===== src/rtl/if_fetch.sv =====
// if_fetch: instruction-fetch stage in front of the icache controller.
// Owns the program counter, presents the word address to the icache and loads
// the IF/ID pipeline register. Redirects that arrive while the icache is
// refilling are parked in pend_pc and only applied once miss_stall falls, so
// the icache never sees its fetch address move under an outstanding miss.
module if_fetch #(
  parameter logic [31:0] RESET_PC = 32'h0000_0000,
  parameter logic [31:0] NOP_INSN = 32'h0000_0000
) (
  input  logic        clk,
  input  logic        rst,
  input  logic        stall,
  input  logic        flush,
  input  logic [31:0] new_pc,
  input  logic        br_taken,
  input  logic [31:0] br_addr,
  output logic [29:0] if_addr,
  output logic        rw,
  input  logic [31:0] cpu_data,
  input  logic        data_rdy,
  input  logic        miss_stall,
  output logic [31:0] if_pc,
  output logic [31:0] if_insn,
  output logic        if_en,
  output logic        fetch_busy
);

  typedef enum logic [1:0] {
    IF_RUN       = 2'd0,
    IF_MISS      = 2'd1,
    IF_MISS_KILL = 2'd2
  } if_state_t;

  if_state_t   state;
  logic [31:0] pc;
  logic [31:0] pend_pc;
  logic [31:0] pc_inc;
  logic [31:0] redir_target;
  logic        redirect;
  logic        fetch_ok;

  // data_rdy pulses seen during a refill are not trusted; only the re-hit
  // after miss_stall drops delivers the instruction.
  assign fetch_ok = data_rdy & ~miss_stall;

  // A hazard stall masks a resolved branch, but a flush always gets through.
  assign redirect     = flush | (br_taken & ~stall);
  assign redir_target = flush ? new_pc : br_addr;

  // Sequential fetch address, wrapping naturally at the top of the 32-bit space.
  assign pc_inc = pc + 32'd4;

  // The icache only ever reads from this stage.
  assign if_addr = pc[31:2];
  assign rw      = 1'b0;

  // The hazard unit must hold the pipeline while a miss or a parked redirect
  // is outstanding.
  assign fetch_busy = miss_stall | (state == IF_MISS_KILL);

  // Fetch FSM, PC, pending redirect and the IF/ID register.
  // IF_RUN and IF_MISS share one rule set: while miss_stall is high nothing
  // can complete or be applied in either, and once it is low IF_MISS behaves
  // exactly like IF_RUN (a redirect applies at once, a re-hit completes the
  // fetch). The state label only records that a miss was entered.
  always_ff @(posedge clk or negedge rst) begin
    if (!rst) begin
      state   <= IF_RUN;
      pc      <= RESET_PC;
      pend_pc <= 32'h0000_0000;
      if_pc   <= 32'h0000_0000;
      if_insn <= NOP_INSN;
      if_en   <= 1'b0;
    end else begin
      case (state)
        IF_RUN, IF_MISS: begin
          if (redirect && !miss_stall) begin
            pc      <= redir_target;
            if_en   <= 1'b0;
            if_insn <= NOP_INSN;
            state   <= IF_RUN;
          end else if (redirect) begin
            pend_pc <= redir_target;
            if_en   <= 1'b0;
            state   <= IF_MISS_KILL;
          end else if (stall) begin
            state <= miss_stall ? IF_MISS : IF_RUN;
          end else if (fetch_ok) begin
            if_pc   <= pc;
            if_insn <= cpu_data;
            if_en   <= 1'b1;
            pc      <= pc_inc;
            state   <= IF_RUN;
          end else begin
            if_en   <= 1'b0;
            if_insn <= NOP_INSN;
            state   <= IF_MISS;
          end
        end
        IF_MISS_KILL: begin
          if_en <= 1'b0;
          if (!miss_stall) begin
            pc      <= redirect ? redir_target : pend_pc;
            if_insn <= NOP_INSN;
            state   <= IF_RUN;
          end else if (redirect) begin
            pend_pc <= redir_target;
          end
        end
        default: begin
          state <= IF_RUN;
          if_en <= 1'b0;
        end
      endcase
    end
  end

endmodule


===== config.mk =====
export PLATFORM = sky130hd
export DESIGN_NAME = if_fetch
export DESIGN_NICKNAME = d
export VERILOG_FILES = /design/src/rtl/if_fetch.sv
export SDC_FILE = /design/constraint.sdc
export NUM_CORES = 1
export LEC_CHECK = 0
export ABC_AREA = 0
export ABC_CLOCK_PERIOD_IN_PS = 5060
export BUFFER_PORTS_ARGS = -buffer_cell sky130_fd_sc_hd__buf_2
export CORE_AREA = 2 2 161 163
export DETAILED_ROUTE_END_ITERATION = 10
export DIE_AREA = 0 0 163 165
export PLACE_DENSITY = 0.46
export REMOVE_ABC_BUFFERS = 1
export SLEW_MARGIN = 20
export SYNTH_ARGS = -nofsm -noshare
export SYNTH_HDL_FRONTEND = slang
export SYNTH_SLANG_ARGS = --single-unit

===== constraint.sdc =====
create_clock -name clk -period 5.06 [get_ports clk]
set_clock_uncertainty 0.15 [all_clocks]
set_input_delay 0.759 -clock clk [delete_from_list [all_inputs] [get_ports clk]]
set_output_delay 0.759 -clock clk [all_outputs]
set_load 0.02 [all_outputs]

### Word level (Yosys, flattened, before mapping)

Cells that the tools add are included.

| storage, ports and cells | value |
|---|---|
| output and inout port bits | 97 |
| register bits | 131 |
| bits of input ports | 103 |

| operators by class | value |
|---|---|
| multiplexer cells | 29 |
| $add $sub $neg | 1 |
| equality and inequality tests | 9 |
| bitwise gates (word level) | 8 |
| reduce and logical (&&, ||, !) cells | 9 |

Operators with widths:

| cell | count |
|---|---|
| $mux 32 | 14 |
| $pmux 32 s2 | 3 |
| $add 32x3->32 const B | 1 |
| $reduce_and 5->1 | 2 |
| $ne 3x3->1 const B | 3 |
| $mux 1 | 8 |
| $mux 2 | 3 |
| $ne 2x2->1 const B | 3 |
| $ne 4x4->1 const B | 1 |
| $not 1->1 | 4 |
| $pmux 2 s2 | 1 |
| $reduce_and 4->1 | 1 |
| $reduce_and 3->1 | 1 |
| $and 1x1->1 | 2 |
| $eq 2x1->1 const B | 1 |
| $eq 2x2->1 const B | 1 |
| $logic_not 2->1 | 1 |
| $or 1x1->1 | 2 |
| $reduce_bool 2->1 | 1 |
| $reduce_or 2->1 | 1 |
| $logic_and 1x1->1 | 1 |
| $logic_not 1->1 | 1 |

### Longest topological paths before layout

| logic depth | value |
|---|---|
| depth in word-level cells | 7 |
| mapped depth | 9 |
| mapped depth without buffers | 6 |

### Least setup slack after synthesis

OpenSTA, ideal clock, no wires.

| path | value |
|---|---|
| path kind | input to register |
| from | in flush |
| to | reg if_pc[11] |
| required time | 4785 ps |
| path slack | 2670 ps |
| library setup time | 125 ps |
| arrival | 2115 ps |
| stages on the path | 7 |
| path through | buf_2 -> inv_1 -> nand2_4 -> nor4b_1 -> buf_2 -> buf_4 -> mux2_2 |

| between the ends | value |
|---|---|
| cells in the longest elaborated chain, start to end | 4 |
| elaborated cells between the ends (all ways) | 5 |

Ends and longest elaborated chain:

| what | RTL line | source |
|---|---|---|
| start: declaration | 13 | `input logic flush,` |
| $or 1x1->1 (*) | 47 | `assign redirect = flush \| (br_taken & ~stall);` |
| $logic_and 1x1->1 | 77 | `if (redirect && !miss_stall) begin` |
| $not 1->1 (no source line) | -- |  |
| $reduce_and 5->1 (no source line) (*) | -- |  |
| end signal: assignment | 89 | `if_pc <= pc;` |
| end: declaration | 22 | `output logic [31:0] if_pc,` |

Every way passes the cells marked *; elsewhere a longest branch is shown, timed or not.
A chain may end at the register's enable or synchronous reset.

### Final worst setup path

| path | value |
|---|---|
| from | in stall |
| to | reg pc[27] |

| between the ends | value |
|---|---|
| cells in the longest elaborated chain, start to end | 6 |
| elaborated cells between the ends (all ways) | 12 |

Ends and longest elaborated chain:

| what | RTL line | source |
|---|---|---|
| start: declaration | 12 | `input logic stall,` |
| $not 1->1 (no source line) | -- |  |
| $and 1x1->1 | 47 |  |
| $or 1x1->1 | 47 |  |
| $logic_and 1x1->1 or $mux 32 (tied branches) | -- |  |
| $ne 3x3->1 (no source line), or another cell as far along | -- |  |
| $reduce_and 5->1 (no source line) or $pmux 32 s2 (tied branches) | -- |  |
| end signal: assignment | 78 | `pc <= redir_target;` |
| end signal: assignment | 92 | `pc <= pc_inc;` |
| end signal: assignment | 103 | `pc <= redirect ? redir_target : pend_pc;` |
| end: declaration | 35 | `logic [31:0] pc;` |

Parallel ways exist; a longest one is shown, timed or not. The select of a mux whose other input is x is not followed.

==> key figures <==
Routing
  • Per-cell routed wire length: 20.3 um
  • # DRC: 0
  • ANT nets after route: 0
  • Met1 wire length: 11.6 mm
  • Vias post-DR: 6,491
  • Routed WL: 25.2 mm
  • Number of DRC markers in iteration 0: 417
  • Highest routed layer: met4
  • DR vias/cell: 5.22
  • Met2 wire len: 12.3 mm
  • Drt pass-1 iters: 5
  • DR WL met3: 999 um

Critical path
  • Crit path DAT: 3.43 ns
  • Worst path slowest cell: o21ai_2
  • Origin of the critical flop-to-flop path: state[1]
  • Worst Setup Start Kind: input port
  • R2r setup slk: 2.16 ns
  • Reg-to-Reg End: pc[30]
  • Critical-path cell list: buf_2, nor2b_1, buf_4, o21ai_2, nand2_1, o41a_1, o221ai_1
  • Crit path max fanout: 21
  • Slowest Stage Delay on Critical Path: 0.84 ns
  • R2R depth: 5
  • CP endpoint kind: flop
  • Crit Path Class: input port to flop
  • Worst EP required: 5.25 ns

Layout
  • Layout cells sized above 1: 33.3%
  • Multi-input logic area: 3580 um2
  • Most frequent cells in the layout: buf_2, dfrtp_1, nand2_1
  • Layout Nets: 1,004
  • Sequential cell area: 3280 um2
  • Layout area overhead: 21.3%
  • Post-layout util: 36.0%
  • Layout fillers: 2,608
  • Commonest non-fill, non-tap cell in the layout: buf_2

CTS
  • Htree depth: 4
  • Clock root cell: clkbuf_16
  • # hold bufs at CTS: 0
  • Total CTS buffers: 17
  • Setup bufs post-CTS: 0
  • Clk buf depth: 2
  • CTS tree: done
  • TritonCTS Sinks: 131
  • Clock Pin Slew Worst Setup and Hold Paths: 0.07 ns
  • Post-CTS Resized: 0
  • Clock insertion delay at the later pin of the skew report: 0.43 ns

Synthesis
  • Dominant synthesized flop cell: dfrtp_1
  • Post-synthesis cell type count: 86
  • Asr flop ratio synth: 100%
  • Cell Area, Synth: 7430 um2
  • Syn. warnings: 0
  • Post-synthesis sequential area ratio: 44.1%
  • Mean Syn Cell Area: 9.83 um2
  • #FFs+latches synth: 131
  • Cells after Synth: 756
  • Number of synthesized flops with an enable pin: 0

Timing
  • Hold_ws: 0.293 ns
  • Final Hold Vio Count: 0
  • Period Utilization, post-route: 64.2%
  • Final Critical Period: 3.25 ns
  • Post-layout worst setup margin: 1.81 ns
  • Unrepaired setup endpoints after global routing: false
  • Final Setup Violations: 0
  • Max-slew headroom: 28.3%
  • Fin Setup TNS: 0 ns
  • Max Slew Vio Count: 0
  • Fmax: 308 MHz
  • Worst Tran Pin Value: 1.08 ns

Power
  • Clock share of power: 30.7%
  • Net switching fraction of the power: 39.1%
  • Combinational power share: 30.2%
  • P_sw: 1.60 mW
  • Leak pwr: 4.18 nW
  • Worst vdd rail ir drop: 0.218 mV
  • Seq pwr share: 39.1%
  • Tot Pwr: 4.09 mW
  • Cell-internal power: 2.49 mW
  • Power per cell area: 454 nW/um2

Run
  • Max Cap Violations: 0

Floorplanning
  • Row count: 58
  • Core area: 25,000 um2
  • Initial core utilization: 29.7%
  • Die X-Extent: 163 um
  • DIE HEIGHT: 165 um
  • Io pins: 200
  • DIE AREA: 26,900 um2

Placed design
  • Port Buf Inserts: 198
  • Detail Placement HPWL: 17.2 mm
  • DP Worst Slack: 1.41 ns
  • GPL Wtd Cong: 0.773

GRT
  • First-pass GRT wire length: 38.3 mm
  • Vias in the first global route: 6,370
  • Global route overflow: 0
  • Initial antenna violation count: 0
  • Largest net degree at the start of global routing: 101
  • Tot GR Track Use: 18.7%

Status
  • Outcome: completed

Hold path
  • Worst hold path type: input port to async pin
[sequential cells by signal, summed over array words and instances (netlist names)]
signal / cells
if_insn: 32
if_en: 1
state: 2
if_pc: 32
pend_pc: 32
pc: 32
[per-layer routing]
metal | up-vias | track usage (%)
met5 | - | 0
met1 | 3226 | 25.3
met2 | 162 | 31.0
li1 | 3077 | -
met3 | 26 | 2.91
met4 | 0 | 5.47
[cells in the mapped netlist, drive strengths merged (13+ instances only)]
| library cell | instances | area share, % |
|---|---|---|
| buf | 67 | 6.0 |
| mux2i | 24 | 3.2 |
| a21oi | 24 | 1.7 |
| dfrtp | 131 | 44 |
| a22o | 33 | 3.9 |
| o21ai | 68 | 4.6 |
| nor3 | 16 | 1.1 |
| nand4 | 13 | 1.4 |
| mux2 | 38 | 5.8 |
| clkbuf | 20 | 1.3 |
| nor2 | 40 | 2.0 |
| nand2 | 83 | 4.3 |
| nand3 | 16 | 1.1 |
[layout make-up]
type	count	share of cell area [%]
tap	330	4.58
clock buffer	17	4.72
clock inverter	15	1.80
multi-input combinational	525	39.7
timing repair buffer	213	12.3
sequential	131	36.4
inverter	12	0.500
antenna	1	0.0278
[how the worst max path moves through the flow]
stage                to  slack (ns)  startpoint  cells after the start
6_report         pc[27]        1.81       stall                      7
5_1_grt          pc[27]        1.71       stall                      7
4_1_cts          pc[27]        1.86       stall                      7
3_5_place_dp      pc[3]        1.41       stall                      7
3_3_place_gp      pc[3]        1.39       stall                      7
2_1_floorplan  if_pc[0]       -3.40       stall                      4
[logic make-up after synthesis]
| logic type | Yosys count | share of synthesized area, % |
|---|---|---|
| XOR/XNOR | 6 | 0.707 |
| AND/OR/NAND/NOR | 228 | 16.4 |
| adder cells (fa/ha/maj) | 1 | 0.168 |
| multiplexers | 62 | 8.99 |
| AO/OA/AOI/OAI | 227 | 21.6 |
| buffers and inverters | 100 | 8.05 |
| flip-flops | 131 | 44.1 |
| other | 1 | 0.0504 |
[power groups by stage]
stage                     clock network (mW)  registers (mW)  logic [mW]
after floorplan                            0            1.80       0.499
after global placement                     0            1.62        1.24
after detailed placement                   0            1.62        1.24
after CTS                               1.29            1.60        1.25
after global routing                    1.34            1.65        1.34
final                                   1.25            1.60        1.24
[critical path, delay by kind of cell]
kind            cells  cell delay [ns]
buf+inv             2             0.59
compound gates      3             1.41
simple gates        2             0.64
[through the flow]
| stage | cell area [um2] | cells |
|---|---|---|
| after floorplan | 6880 | 668 |
| after global placement | 8430 | 1211 |
| after detailed placement | 8430 | 1211 |
| after CTS | 9010 | 1243 |
| after global routing | 9010 | 1243 |
| final | 9020 | 1244 |
Note: power is estimated with default switching activity, not from simulation.
